### src/rtl/apb_ctrl_pkg.sv
// Shared types and constants for the two-requester APB master arbiter.
// Holds the FSM encoding, bus widths, the timeout default and a saturating counter helper.
package apb_ctrl_pkg;

    localparam int NUM_REQ         = 2;
    localparam int ADDR_W          = 32;
    localparam int DATA_W          = 32;
    localparam int TIMEOUT_DEFAULT = 16;

    typedef enum logic [1:0] {
        IDLE   = 2'd0,
        SETUP  = 2'd1,
        ACCESS = 2'd2
    } apb_state_t;

    typedef struct packed {
        logic              write;
        logic              id;
        logic [ADDR_W-1:0] addr;
        logic [DATA_W-1:0] wdata;
    } xfer_t;

    function automatic logic [15:0] sat_inc16(input logic [15:0] v);
        return (v == 16'hFFFF) ? v : v + 16'd1;
    endfunction

endpackage

### src/rtl/apb_rr_arbiter.sv
// Two-way round-robin grant: on a tie the requester not granted last time wins.
// Latency: combinational; backpressure: none, the pointer register lives in the parent.
module apb_rr_arbiter
    import apb_ctrl_pkg::*;
(
    input  logic [NUM_REQ-1:0] req,
    input  logic               last_grant,
    output logic [NUM_REQ-1:0] grant
);

    always_comb begin
        grant = '0;
        if (req == 2'b11) begin
            grant = last_grant ? 2'b01 : 2'b10;
        end else begin
            grant = req;
        end
    end

endmodule

### src/rtl/apb_master_arbiter.sv
// Arbitrates two requesters onto one APB master port with an ACCESS-phase timeout.
// Latency: 3 cycles per transfer minimum; backpressure: req_ready only in IDLE, responses unbuffered.
module apb_master_arbiter
    import apb_ctrl_pkg::*;
#(
    parameter int unsigned TIMEOUT_CYCLES = TIMEOUT_DEFAULT
) (
    input  logic                      apb_clk,
    input  logic                      apb_resetn,
    input  logic [NUM_REQ-1:0]        req_valid,
    output logic [NUM_REQ-1:0]        req_ready,
    input  logic [NUM_REQ-1:0]        req_write,
    input  logic [NUM_REQ*ADDR_W-1:0] req_addr,
    input  logic [NUM_REQ*DATA_W-1:0] req_wdata,
    output logic                      rsp_valid,
    output logic                      rsp_id,
    output logic                      rsp_err,
    output logic [DATA_W-1:0]         rsp_rdata,
    output logic [ADDR_W-1:0]         apb_paddr,
    output logic [DATA_W-1:0]         apb_pwdata,
    output logic                      apb_psel,
    output logic                      apb_penable,
    output logic                      apb_pwrite,
    input  logic [DATA_W-1:0]         apb_prdata,
    input  logic                      apb_pready,
    input  logic                      apb_pslverr,
    output logic [15:0]               err_count
);

    localparam logic [7:0] TO_LIMIT = 8'(TIMEOUT_CYCLES);

    apb_state_t         state;
    apb_state_t         state_nxt;
    logic               last_grant;
    logic [NUM_REQ-1:0] grant;
    logic               grant_id;
    logic               accept;
    logic               pready_hit;
    logic               timeout_hit;
    logic [7:0]         acc_cnt;
    xfer_t              xfer;

    apb_rr_arbiter u_rr_arbiter (
        .req        (req_valid),
        .last_grant (last_grant),
        .grant      (grant)
    );

    // Gated by reset so req_ready is 0 while reset is held, even with requests pending.
    assign req_ready   = (state == IDLE && apb_resetn) ? grant : '0;
    assign accept      = |(req_valid & req_ready);
    assign grant_id    = grant[1];
    assign pready_hit  = (state == ACCESS) && apb_pready;
    assign timeout_hit = (state == ACCESS) && !apb_pready && (acc_cnt == TO_LIMIT);

    assign apb_psel    = (state != IDLE);
    assign apb_penable = (state == ACCESS);
    assign apb_paddr   = xfer.addr;
    assign apb_pwdata  = xfer.wdata;
    assign apb_pwrite  = xfer.write;

    always_ff @(posedge apb_clk or negedge apb_resetn) begin
        if (!apb_resetn) begin
            state <= IDLE;
        end else begin
            state <= state_nxt;
        end
    end

    always_comb begin
        state_nxt = state;
        case (state)
            IDLE:    if (accept) state_nxt = SETUP;
            SETUP:   state_nxt = ACCESS;
            ACCESS:  if (pready_hit || timeout_hit) state_nxt = IDLE;
            default: state_nxt = IDLE;
        endcase
    end

    always_ff @(posedge apb_clk or negedge apb_resetn) begin
        if (!apb_resetn) begin
            last_grant <= 1'b1;
            xfer       <= '0;
            acc_cnt    <= '0;
            rsp_valid  <= 1'b0;
            rsp_id     <= 1'b0;
            rsp_err    <= 1'b0;
            rsp_rdata  <= '0;
            err_count  <= '0;
        end else begin
            rsp_valid <= 1'b0;
            rsp_err   <= 1'b0;
            rsp_rdata <= '0;

            if (accept) begin
                last_grant <= grant_id;
                xfer.id    <= grant_id;
                xfer.write <= req_write[grant_id];
                xfer.addr  <= grant_id ? req_addr[2*ADDR_W-1:ADDR_W]  : req_addr[ADDR_W-1:0];
                xfer.wdata <= grant_id ? req_wdata[2*DATA_W-1:DATA_W] : req_wdata[DATA_W-1:0];
            end

            if (state == SETUP) begin
                acc_cnt <= 8'd1;
            end else if (state == ACCESS) begin
                acc_cnt <= acc_cnt + 8'd1;
            end

            // pready in the final allowed cycle wins over the timeout.
            if (pready_hit) begin
                rsp_valid <= 1'b1;
                rsp_id    <= xfer.id;
                rsp_err   <= apb_pslverr;
                rsp_rdata <= xfer.write ? '0 : apb_prdata;
                if (apb_pslverr) err_count <= sat_inc16(err_count);
            end else if (timeout_hit) begin
                rsp_valid <= 1'b1;
                rsp_id    <= xfer.id;
                rsp_err   <= 1'b1;
                err_count <= sat_inc16(err_count);
            end
        end
    end

endmodule

### config.mk
export PLATFORM = sky130hd
export DESIGN_NAME = apb_master_arbiter
export DESIGN_NICKNAME = d
export VERILOG_FILES = /design/src/rtl/apb_ctrl_pkg.sv /design/src/rtl/apb_rr_arbiter.sv /design/src/rtl/apb_master_arbiter.sv
export SDC_FILE = /design/constraint.sdc
export NUM_CORES = 1
export LEC_CHECK = 0
export BUFFER_PORTS_ARGS = -buffer_cell sky130_fd_sc_hd__buf_2
export CELL_PAD_IN_SITES_DETAIL_PLACEMENT = 1
export CELL_PAD_IN_SITES_GLOBAL_PLACEMENT = 1
export CORE_UTILIZATION = 37
export DETAILED_ROUTE_END_ITERATION = 12
export PLACE_DENSITY = 0.95
export SLEW_MARGIN = 5
export SYNTH_ARGS = -nofsm -noshare
export SYNTH_HDL_FRONTEND = slang
export SYNTH_SLANG_ARGS = --single-unit
### constraint.sdc
create_clock -name apb_clk -period 5.7 [get_ports apb_clk]
set_input_delay 1.425 -clock apb_clk [delete_from_list [all_inputs] [get_ports apb_clk]]
set_output_delay 1.425 -clock apb_clk [all_outputs]
set_load 0.01 [all_outputs]
==> key figures, run 1 <==
Clocking
  • CTS clk-pin slew, worst paths: 0.05 ns
  • CTS tree: yes
  • Setup bufs post-CTS: 0
  • Clock Latency Late Sink: a little over 0.4 ns
  • Clock Sinks: approximately 130
  • Inserted Clock Buffers: 17
  • Clock root buffer: clkbuf_16
  • CTS Buffer Depth: 2
  • Post_cts resized: 0
  • Hold bufs inserted after CTS: 0
  • Htree depth: 4

Route
  • Vias per Instance: 4.716
  • Final wirelength: 16.53 mm
  • Starting DRT DRC Count: approximately 120
  • Via count: 4787
  • Pre-antenna DRT Iters: 4
  • ANT nets after route: 0
  • Wire per inst: 16.29 um
  • Remaining DRCs: 0

Final layout
  • Layout Nets: 961
  • Fillers: 1874
  • Layout cells sized above 1: 42.93%
  • ANT cells: 0
  • Area delta synth->final: 28.91%

Synthesis
  • Synth Register Bits: 128
  • Area contributors post-synth: dfrtp_1 (52%), mux2i_1 (11%), buf_4 (7.9%)
  • Syn_nets: 742
  • Yosys top cell by area: dfrtp_1
  • Synth top cells by count: dfrtp_1 (127), nand2_1 (77), o21ai_0 (67)
  • Number of synthesized flops with an enable pin: 0
  • Synth Cell Area: 0.006120 sq mm
  • Most frequent cell after synthesis: dfrtp_1
  • Synth top area share: around half
  • Avg Cell Area, Syn: 10.79 sq um
  • Register area share after synthesis: a little over half
  • Main synth FF type: dfrtp_1
  • Synth warnings: 0
  • Synth cell types: 43
  • Mapped Cells: around 570
  • Asr flop ratio synth: 100.0%

GRT
  • Gr ovfl total: 0
  • Largest net degree at the start of global routing: 111
  • GRT Total Usage: 19.60%
  • Initial antenna violation count: 0
  • First-pass GRT wire length: approximately 25 mm
  • Number of global-route vias before repair: 5027

Critical path
  • R2R Setup Slk: 3.28 ns
  • R2r worst-path depth: 4
  • Buf/Inv on CP: 2
  • Setup crit end kind: output port
  • Crit-path cells: buf_6 > and2_1 > nand2_1 > a21oi_1 > buf_2
  • CP peak stage delay: slightly below 0.4 ns
  • Crit-path max FO: between 50 and 60
  • Critical Path RT: 4.28 ns
  • Setup CP Type: primary input to output port
  • Largest delay contributor family on the critical path: buffers and inverters
  • Worst setup SP type: primary input
  • Crit path DAT: approximately 2.7 ns
  • Slowest CP cell: buf_6
  • Capturing point of the worst reg2reg path: apb_pwdata[24]$_DFFE_PN0P_
  • Worst R2R Start: last_grant$_DFFE_PN1P_
  • Worst Setup SP: apb_resetn

STA
  • Worst-Margin Slew: 0.9125 ns
  • Setup Viol. Count Final: 0
  • Final worst path period need: 4.081 ns
  • Slew Limit Headroom: about 40%
  • Final hold violations: 0
  • Post-Route Skew: just over 0.009 ns
  • Setup TNS: 0 ns
  • Unrepaired setup endpoints after global routing: no
  • Final Max Tran Viols: 0
  • Max Clock Freq: 245.1 MHz
  • Final worst-path cycle share: 71.59%

Min path
  • Hold path depth: 2
  • Hold Path Class: register to register
  • Hold path endpoint: apb_pwdata[25]$_DFFE_PN0P_
  • HP Start: apb_pwdata[25]$_DFFE_PN0P_

Power and ir drop
  • Worst VDD drop: approximately 0.19 mV
  • Leakage power: 4.289 nW
  • Pwr Total: 0.003630 W
  • PwrDens: ~460 mW/mm^2

Die
  • Area of the core: 0.01600 sq mm
  • Ports: 288
  • Die H: approximately 130 um
  • Initial Util: 38.25%
  • Die footprint: 0.01706 sq mm
  • Core Rows: 46
  • Chip width: 130.6 um

Place
  • DP HPWL: ~12 mm
  • I/O Buffers: 287
  • Routability cong.: 0.7670

Flow run
  • Max-cap violations: 0

Run status
  • Status: completed
-- power by group --
part	switching (W)	total (W)	internal [W]
Clock	0.000424	0.00108	0.000652
Sequential	0.000183	0.00138	0.00120
Combinational	0.000679	0.00117	0.000490
-- worst max path at each step --
stage                         endpoint  slack [ns]  cells after the start
after floorplan           req_ready[1]        2.25                      3
after global placement    req_ready[0]        1.66                      5
after detailed placement  req_ready[0]        1.62                      5
after CTS                 req_ready[0]        1.59                      5
after global routing      req_ready[0]        1.43                      5
final                     req_ready[0]        1.62                      5
-- worst min-delay path, delay by kind of cell (launching register included) --
family           cells  cell delay, ns
AND/OR/NAND/NOR      1            0.04
flip-flops           1            0.33
AO/OA/AOI/OAI        1            0.06
-- area by class of cell --
type / count / area (sq um) / share of cell area, %
Tap cell: 216 / 270.3 / 3.426
Multi-Input combinational cell: 336 / 2293 / 29.07
Sequential cell: 128 / 3204 / 40.62
Inverter: 11 / 41.29 / 0.5234
Timing Repair Buffer: 292 / 1493 / 18.92
Clock buffer: 18 / 429.2 / 5.440
Clock inverter: 14 / 157.7 / 1.998
-- stage by stage --
stage | util (%) | hold slack, ns | std cells | area (sq um) | setup slack (ns)
floorplan | - | 0.4510 | 567 | 6120 | 2.246
global placement | 45.64 | 0.4566 | 983 | 7302 | 1.655
detailed placement | 45.64 | 0.4651 | 983 | 7302 | 1.617
CTS | 49.30 | 0.4775 | 1015 | 7889 | 1.586
global route | 49.30 | 0.5085 | 1015 | 7889 | 1.435
finish | 49.30 | 0.4695 | 1015 | 7889 | 1.620
-- layer usage --
layer	global-route usage, %	part of all wire, %	vias to the layer above
met4	9.128	2.4	0
met1	21.48	38	2285
li1	-	-	2282
met2	35.23	53	195
met5	0	0	-
met3	5.252	6.7	25
-- sequential cells by signal (all words and copies together), names as in the netlist, 2 cells and up --
register    count
apb_pwdata     32
state           2
acc_cnt         8
err_count      16
apb_paddr      32
rsp_rdata      32
-- cell usage in the layout (no fill, tap or decap), types with 2 or more instances in the layout --
cell type | netlist | routed
bufinv_16 | 0 | 2
nor3_1 | 5 | 5
nor2_1 | 4 | 4
inv_1 | 11 | 11
o22ai_1 | 3 | 3
nand3_1 | 5 | 5
a22o_1 | 2 | 2
clkbuf_16 | 0 | 17
nor2b_1 | 2 | 2
nor4_2 | 6 | 6
clkinv_2 | 0 | 2
ha_1 | 7 | 7
and3_1 | 4 | 4
buf_2 | 8 | 286
clkinv_4 | 0 | 4
nand2_1 | 77 | 77
buf_4 | 64 | 4
o21ai_0 | 67 | 67
nand4_1 | 6 | 6
nor4b_1 | 2 | 2
clkinvlp_4 | 0 | 2
and2b_1 | 3 | 3
a21oi_1 | 6 | 6
xor2_1 | 14 | 14
dfrtp_1 | 127 | 127
mux2i_1 | 66 | 66
and2_1 | 35 | 35
mux2_2 | 6 | 6
inv_6 | 0 | 3
-- logic make-up after synthesis --
kind of cell	synth area share, %
xor+xnor	2.004
fa+ha+maj	1.431
flops	52.36
mux	12.08
buf+inv	10.53
compound gates	7.483
simple gates	14.11
No activity file was read; power rests on OpenSTA's default activity.
==> run 2, diff against run 1 <==
--- a/config.mk
+++ b/config.mk
@@ -8,9 +8,9 @@
 export BUFFER_PORTS_ARGS = -buffer_cell sky130_fd_sc_hd__buf_2
 export CELL_PAD_IN_SITES_DETAIL_PLACEMENT = 1
 export CELL_PAD_IN_SITES_GLOBAL_PLACEMENT = 1
-export CORE_UTILIZATION = 37
+export CORE_UTILIZATION = 31
 export DETAILED_ROUTE_END_ITERATION = 12
-export PLACE_DENSITY = 0.95
+export PLACE_DENSITY = 0.87
 export SLEW_MARGIN = 5
 export SYNTH_ARGS = -nofsm -noshare
 export SYNTH_HDL_FRONTEND = slang
==> constraint.sdc (replaced) <==
create_clock -name apb_clk -period 3.65 [get_ports apb_clk]
set_input_delay 0.9125 -clock apb_clk [delete_from_list [all_inputs] [get_ports apb_clk]]
set_output_delay 0.9125 -clock apb_clk [all_outputs]
set_load 0.01 [all_outputs]
==> key figures, run 2 (synthesis results as in run 1) <==
GRT
  • GRT Total Usage: 16.01% (was 19.60%)
  • Initial antenna violation count: 0 (unchanged)
  • Largest net degree at the start of global routing: 129 (was 111)
  • Number of global-route vias before repair: 4993 (was 5027)
  • Gr ovfl total: 0 (unchanged)
  • First-pass GRT wire length: 24.98 mm (was 25.19 mm)

Final layout
  • Area delta synth->final: 30.83% (was 28.91%)
  • Multi-input combinational cell area: 0.002293 sq mm (unchanged)
  • Storage cell area: 0.003204 sq mm (unchanged)
  • ANT cells: 0 (unchanged)
  • Final non-filler cell area: 0.008006 sq mm (was 0.007889 sq mm)
  • Most common library cell in the layout ignoring fill and taps: buf_2 (unchanged)
  • Most frequent cells in the layout: buf_2 (286), dfrtp_1 (127), nand2_1 (77) (unchanged)
  • Fillers: 2277 (was 1874)
  • Layout cells sized above 1: 43.13% (was 42.93%)
  • Layout Nets: 962 (was 961)

STA
  • Unrepaired setup endpoints after global routing: no (unchanged)
  • Final hold violations: 0 (unchanged)
  • Final WS setup: 0.8389 ns (was 1.620 ns)
  • Setup Viol. Count Final: 0 (unchanged)
  • Final Max Tran Viols: 0 (unchanged)
  • Final worst path period need: about 2.8 ns
  • Worst-Margin Slew: 0.9757 ns (was 0.9125 ns)
  • Post-Route Skew: 0.008191 ns (was 0.009112 ns)
  • Final worst-path cycle share: 77.02%
  • Slew Limit Headroom: 34.95% (was 39.17%)
  • Max Clock Freq: 355.7 MHz
  • Setup TNS: 0 ns (unchanged)

Die
  • Chip width: 142.5 um (was 130.6 um)
  • Ports: 288 (unchanged)
  • Initial Util: 31.55% (was 38.25%)
  • Die footprint: 0.02031 sq mm (was 0.01706 sq mm)
  • Area of the core: 0.01940 sq mm (was 0.01600 sq mm)
  • Core Rows: 51 (was 46)
  • Die H: 142.5 um (was 130.6 um)

Flow run
  • Max-cap violations: 0 (unchanged)

Min path
  • HP Start: apb_pwdata[26]$_DFFE_PN0P_ (was apb_pwdata[25]$_DFFE_PN0P_)
  • Hold path depth: 2 (unchanged)
  • Hold path endpoint: apb_pwdata[26]$_DFFE_PN0P_ (was apb_pwdata[25]$_DFFE_PN0P_)
  • Hold Path Class: register to register (unchanged)

Clocking
  • Setup bufs post-CTS: 0 (unchanged)
  • CTS clk-pin slew, worst paths: 0.06 ns (was 0.05 ns)
  • Clock root buffer: clkbuf_16 (unchanged)
  • Clock Sinks: 128 (unchanged)
  • CTS Buffer Depth: 2 (unchanged)
  • Post_cts resized: 0 (unchanged)
  • Inserted Clock Buffers: 17 (unchanged)
  • Hold bufs inserted after CTS: 0 (unchanged)
  • CTS tree: yes (unchanged)
  • Clock Latency Late Sink: 0.41 ns (about the same)
  • Htree depth: 4 (unchanged)

Power and ir drop
  • PwrDens: 720.8 mW/mm^2 (was 460.2 mW/mm^2)
  • Worst VDD drop: 0.2998 mV (was 0.1863 mV)
  • Leakage power: 4.315 nW (was 4.289 nW)

Critical path
  • Crit path DAT: 1.90 ns (was 2.66 ns)
  • Capturing point of the worst reg2reg path: err_count[15]$_DFFE_PN0P_ (was apb_pwdata[24]$_DFFE_PN0P_)
  • Worst setup SP type: register (was primary input)
  • Critical Path RT: 2.74 ns (was 4.28 ns)
  • R2R Setup Slk: 1.49 ns (was 3.28 ns)
  • WP depth: 6 (was 5)
  • Crit-path max FO: 5 (was 59)
  • Crit-path cells: inv_1 > ha_1 > and2_1 > nand2_1 > a21oi_1 > buf_2 (was buf_6 > and2_1 > nand2_1 > a21oi_1 > buf_2)
  • Slowest CP cell: dfrtp_1 (was buf_6)
  • CP peak stage delay: 0.40 ns (was 0.39 ns)
  • Setup crit end kind: output port (unchanged)
  • R2r worst-path depth: 6 (was 4)
  • Buf/Inv on CP: 2 (unchanged)
  • Largest delay contributor family on the critical path: flip-flops (was buffers and inverters)
  • Setup CP Type: register to output port (was primary input to output port)
  • Worst R2R Start: acc_cnt[0]$_DFFE_PN0P_ (was last_grant$_DFFE_PN1P_)

Route
  • DRT met1 WL: 6.293 mm (was 6.318 mm)
  • Remaining DRCs: 0 (unchanged)
  • Via count: 4768 (was 4787)
  • Vias per Instance: 4.477 (was 4.716)
  • Final wirelength: 16.19 mm (was 16.53 mm)
  • Pre-antenna DRT Iters: 4 (unchanged)
  • Top Layer Used: met4 (unchanged)
  • Met2 Wirelength: 8.360 mm (was 8.704 mm)
  • ANT nets after route: 0 (unchanged)
  • Starting DRT DRC Count: 106 (was 121)
  • WL met3: 1.306 mm (was 1.115 mm)
  • Wire per inst: 15.20 um (was 16.29 um)

Run status
  • Status: completed (unchanged)

Place
  • Placed Area: 0.007383 sq mm (was 0.007302 sq mm)
  • Post-place setup slack: 0.9913 ns (was 1.617 ns)
  • DP HPWL: 12.19 mm (was 12.33 mm)
  • I/O Buffers: 287 (unchanged)
  • Routability cong.: 0.7683 (was 0.7670)
-- run 2: changes by cell type in the layout (fill, tap and decap cells not counted) --
cell       change
bufinv_16      +1
inv_6          +3
inv_8          +1
clkbuf_1       -1
buf_12         +1
clkinv_2       -2
clkinv_4       -2
-- run 2: how the worst max path moves through the flow --
| stage | start | to | slack [ns] |
|---|---|---|---|
| 6_report | state[0]$_DFFE_PN0P_ | req_ready[0] | 0.84 |
| 5_1_grt | state[0]$_DFFE_PN0P_ | req_ready[0] | 0.66 |
| 4_1_cts | state[0]$_DFFE_PN0P_ | req_ready[0] | 0.75 |
| 3_5_place_dp | apb_resetn | rsp_rdata[4]$_DFF_PN0_ | 0.99 |
| 3_3_place_gp | apb_resetn | rsp_rdata[14]$_DFF_PN0_ | 1.05 |
| 2_1_floorplan | req_valid[1] | req_ready[1] | 1.22 |
-- run 2: report_power, final --
part	total [W]	leakage (nW)	internal, W	switching [W]
clock network	0.00179	0.300	0.00110	0.000694
logic	0.00183	2.35	0.000771	0.00106
registers	0.00215	1.66	0.00188	0.000273
total	0.00577	4.31	0.00375	0.00203
-- run 2: metal layers --
| layer | track usage (%) | up-vias |
|---|---|---|
| li1 | - | 2288 |
| met1 | 17.51 | 2287 |
| met2 | 28.56 | 178 |
| met3 | 5.417 | 15 |
| met4 | 5.942 | 0 |
| met5 | 0 | - |
-- run 2: stage by stage --
step	utilization, %	total power (W)	cells	hold slack [ns]
after floorplan	-	0.003621	567	0.4510
after global placement	38.06	0.003929	1033	0.4560
after detailed placement	38.06	0.004049	1033	0.4680
after CTS	41.27	0.005885	1065	0.4822
after global routing	41.27	0.006171	1065	0.5063
final	41.27	0.005771	1065	0.4741
-- run 2: cell type report --
| class | count | share of cell area [%] |
|---|---|---|
| clock buffers | 17 | 5.313 |
| clock inverters | 15 | 2.469 |
| inverters | 11 | 0.5157 |
| multi-input cells | 336 | 28.65 |
| flip-flops and latches | 128 | 40.02 |
| well taps | 265 | 4.141 |
| repair buffers | 293 | 18.89 |
-- run 2: worst min-delay path, stage by stage, from the launching register on --
cell     delay, ns
dfrtp_1       0.33
nand2_1       0.04
o21ai_0       0.06
==> run 3, diff against run 2 <==
--- a/config.mk
+++ b/config.mk
@@ -5,12 +5,13 @@
 export SDC_FILE = /design/constraint.sdc
 export NUM_CORES = 1
 export LEC_CHECK = 0
+export ABC_AREA = 1
 export BUFFER_PORTS_ARGS = -buffer_cell sky130_fd_sc_hd__buf_2
 export CELL_PAD_IN_SITES_DETAIL_PLACEMENT = 1
 export CELL_PAD_IN_SITES_GLOBAL_PLACEMENT = 1
-export CORE_UTILIZATION = 31
+export CORE_UTILIZATION = 30
 export DETAILED_ROUTE_END_ITERATION = 12
-export PLACE_DENSITY = 0.87
+export PLACE_DENSITY = 0.88
 export SLEW_MARGIN = 5
 export SYNTH_ARGS = -nofsm -noshare
 export SYNTH_HDL_FRONTEND = slang
==> constraint.sdc (replaced) <==
create_clock -name apb_clk -period 2.35 [get_ports apb_clk]
set_input_delay 0.5875 -clock apb_clk [delete_from_list [all_inputs] [get_ports apb_clk]]
set_output_delay 0.5875 -clock apb_clk [all_outputs]
set_load 0.01 [all_outputs]
==> key figures, run 3 <==
Run status
  • Status: completed (unchanged)

Die
  • Die H: 151.7 um (was 142.5 um)
  • Initial Util: 30.72% (was 31.55%)
  • Ports: 288 (unchanged)
  • Core Rows: 54 (was 51)
  • Die footprint: 0.02302 sq mm (was 0.02031 sq mm)
  • Chip width: 151.7 um (was 142.5 um)
  • Area of the core: 0.02189 sq mm (was 0.01940 sq mm)

GRT
  • Largest net degree at the start of global routing: 127 (was 129)
  • Initial antenna violation count: 1 (was 0)
  • Number of global-route vias before repair: 6685 (was 4993)
  • GRT Total Usage: 17.63% (was 16.01%)
  • First-pass GRT wire length: 31.96 mm (was 24.98 mm)
  • Gr ovfl total: 0 (unchanged)

Synthesis
  • Synth top cells by count: nand2_1 (449), dfrtp_1 (127), nand3_1 (82) (was dfrtp_1 (127), nand2_1 (77), o21ai_0 (67))
  • Synth Register Bits: 128 (unchanged)
  • Synth warnings: 0 (unchanged)
  • Synth top area share: 47.26% (was 51.93%)
  • Mapped Cells: 904 (was 567)
  • Syn_nets: 1079 (was 742)
  • Main synth FF type: dfrtp_1 (unchanged)
  • Most frequent cell after synthesis: nand2_1 (was dfrtp_1)
  • Yosys top cell by area: dfrtp_1 (unchanged)
  • Number of synthesized flops with an enable pin: 0 (unchanged)
  • Synth Cell Area: 0.006725 sq mm (was 0.006120 sq mm)
  • Asr flop ratio synth: 100.0% (unchanged)
  • Avg Cell Area, Syn: 7.439 sq um (was 10.79 sq um)
  • Area contributors post-synth: dfrtp_1 (47%), nand2_1 (25%), buf_4 (7.7%) (was dfrtp_1 (52%), mux2i_1 (11%), buf_4 (7.9%))
  • Synth cell types: 25 (was 43)
  • Register area share after synthesis: 47.65% (was 52.36%)

Clocking
  • CTS clk-pin slew, worst paths: 0.07 ns (was 0.06 ns)
  • Clock Sinks: 128 (unchanged)
  • Clock root buffer: clkbuf_16 (unchanged)
  • Setup bufs post-CTS: 0 (unchanged)
  • Clock Latency Late Sink: 0.42 ns (was 0.41 ns)
  • Inserted Clock Buffers: 17 (unchanged)
  • Htree depth: 4 (unchanged)
  • CTS Buffer Depth: 2 (unchanged)
  • CTS tree: yes (unchanged)

Route
  • Starting DRT DRC Count: 135 (was 106)
  • Pre-antenna DRT Iters: 5 (was 4)
  • ANT nets after route: 0 (unchanged)
  • Remaining DRCs: 0 (unchanged)
  • Final wirelength: 20.13 mm (was 16.19 mm)
  • Wire per inst: 14.31 um (was 15.20 um)
  • Via count: 6419 (was 4768)
  • Vias per Instance: 4.562 (was 4.477)

STA
  • Worst-Margin Slew: 0.6906 ns (was 0.9757 ns)
  • Final hold violations: 0 (unchanged)
  • Max Clock Freq: 447.0 MHz
  • Final worst-path cycle share: 95.21%
  • Setup Viol. Count Final: 0 (unchanged)
  • Setup TNS: 0 ns (unchanged)
  • Final Max Tran Viols: 0 (unchanged)
  • Unrepaired setup endpoints after global routing: no (unchanged)
  • Slew Limit Headroom: 53.96% (was 34.95%)
  • Post-Route Skew: 0.01195 ns (was 0.008191 ns)
  • Final worst path period need: 2.237 ns

Critical path
  • R2R Setup Slk: 0.45 ns (was 1.49 ns)
  • Capturing point of the worst reg2reg path: err_count[14]$_DFFE_PN0P_ (was err_count[15]$_DFFE_PN0P_)
  • Critical Path RT: 1.76 ns (was 2.74 ns)
  • Worst setup SP type: register (unchanged)
  • Crit path DAT: 1.65 ns (was 1.90 ns)
  • Setup CP Type: register to output port (unchanged)
  • Worst R2R Start: state[0]$_DFFE_PN0P_ (was acc_cnt[0]$_DFFE_PN0P_)
  • R2r worst-path depth: 10 (was 6)
  • Setup crit end kind: output port (unchanged)
  • Crit-path max FO: 4 (was 5)

Final layout
  • Fillers: 2839 (was 2277)
  • Layout cells sized above 1: 30.46% (was 43.13%)
  • Storage cell area: 0.003204 sq mm (unchanged)
  • Final non-filler cell area: 0.008523 sq mm (was 0.008006 sq mm)
  • Area delta synth->final: 26.73% (was 30.83%)
  • Most common library cell in the layout ignoring fill and taps: nand2_1 (was buf_2)
  • Layout Nets: 1288 (was 962)
  • Most frequent cells in the layout: nand2_1 (447), buf_2 (286), dfrtp_1 (127) (was buf_2 (286), dfrtp_1 (127), nand2_1 (77))
  • Multi-input combinational cell area: 0.002731 sq mm (was 0.002293 sq mm)

Power and ir drop
  • Leakage power: 5.025 nW (was 4.315 nW)
  • Worst VDD drop: 0.4175 mV (was 0.2998 mV)
  • Sw Share: 38.48% (was 35.09%)
  • PwrDens: 1045 mW/mm^2 (was 720.8 mW/mm^2)
  • Clock Power Share: 28.2% (was 31.1%)
  • Internal power: 0.005482 W (was 0.003746 W)
  • Comb pwr share: 35.5% (was 31.7%)
  • Flop pwr share: 36.3% (was 37.2%)
  • Sw Pwr: 0.003428 W (was 0.002025 W)

Flow run
  • Max-cap violations: 0 (unchanged)

Place
  • Routability cong.: 0.7669 (was 0.7683)
  • DP HPWL: 14.58 mm (was 12.19 mm)
  • Placed Area: 0.007926 sq mm (was 0.007383 sq mm)
  • I/O Buffers: 287 (unchanged)

Min path
  • Hold Path Class: primary input to async pin (was register to register)
run 3: per-stage QoR:
step | worst slack, ns | util, % | hold slack (ns) | cells | total power, W
after floorplan | 0.7280 | - | 0.2919 | 904 | 0.005726
after global placement | 0.5197 | 36.21 | 0.3774 | 1373 | 0.006277
after detailed placement | 0.4361 | 36.21 | 0.3784 | 1373 | 0.006424
after CTS | 0.006255 | 38.87 | 0.3328 | 1406 | 0.009026
after global routing | 0.01613 | 38.93 | 0.3531 | 1407 | 0.009585
final | 0.1127 | 38.93 | 0.3158 | 1407 | 0.008911
run 3: metal layers:
metal / vias up / global-route usage, % / share of wire, %
li1: 3142 / - / -
met1: 3069 / 19.06 / 40
met2: 178 / 32.32 / 52
met3: 30 / 4.731 / 5.3
met4: 0 / 7.079 / 2.2
met5: - / 0 / 0
run 3: critical path, cell delays in order (launching register included):
cell	delay, ns
dfrtp_1	0.40
inv_1	0.15
ha_4	0.19
nand3_1	0.13
a21oi_4	0.20
buf_2	0.18
run 3: final cells by class:
cell class | instances | share of cell area (%)
clock buffer | 18 | 5.035
timing repair buffer | 298 | 18.22
multi-input combinational | 636 | 32.05
antenna | 1 | 0.02936
clock inverter | 14 | 1.556
inverter | 32 | 1.409
sequential | 128 | 37.60
tap | 280 | 4.110
run 3: cell families after synthesis:
family          synth area share, %
buf+inv                       12.22
flops                         47.65
simple gates                  36.39
fa+ha+maj                     1.302
xor+xnor                      1.042
compound gates                1.395
run 3: how the worst max path moves through the flow:
| stage | slack, ns | cells after the start | endpoint | startpoint |
|---|---|---|---|---|
| after floorplan | 0.73 | 9 | apb_pwdata[10]$_DFFE_PN0P_ | state[0]$_DFFE_PN0P_ |
| after global placement | 0.52 | 5 | req_ready[0] | state[0]$_DFFE_PN0P_ |
| after detailed placement | 0.44 | 5 | req_ready[0] | state[0]$_DFFE_PN0P_ |
| after CTS | 0.006 | 5 | req_ready[0] | state[0]$_DFFE_PN0P_ |
| after global routing | 0.02 | 5 | req_ready[0] | state[0]$_DFFE_PN0P_ |
| final | 0.11 | 5 | req_ready[0] | state[0]$_DFFE_PN0P_ |
run 3: power groups by stage:
stage	clock, W	combinational [W]	sequential, W
after CTS	0.00260	0.00319	0.00323
after global placement	0	0.00305	0.00323
after floorplan	0	0.00250	0.00323
final	0.00252	0.00316	0.00323
after detailed placement	0	0.00317	0.00325
after global routing	0.00268	0.00358	0.00332
run 3: what timing repair did:
| action | in CTS | in global routing |
|---|---|---|
| hold buffers | 1 | 0 |
| endpoints found under the setup margin | 2 | 2 |
| pin swaps | 0 | 0 |
| endpoints found under the hold margin | 2 | 0 |
| resized for setup | 2 | 2 |
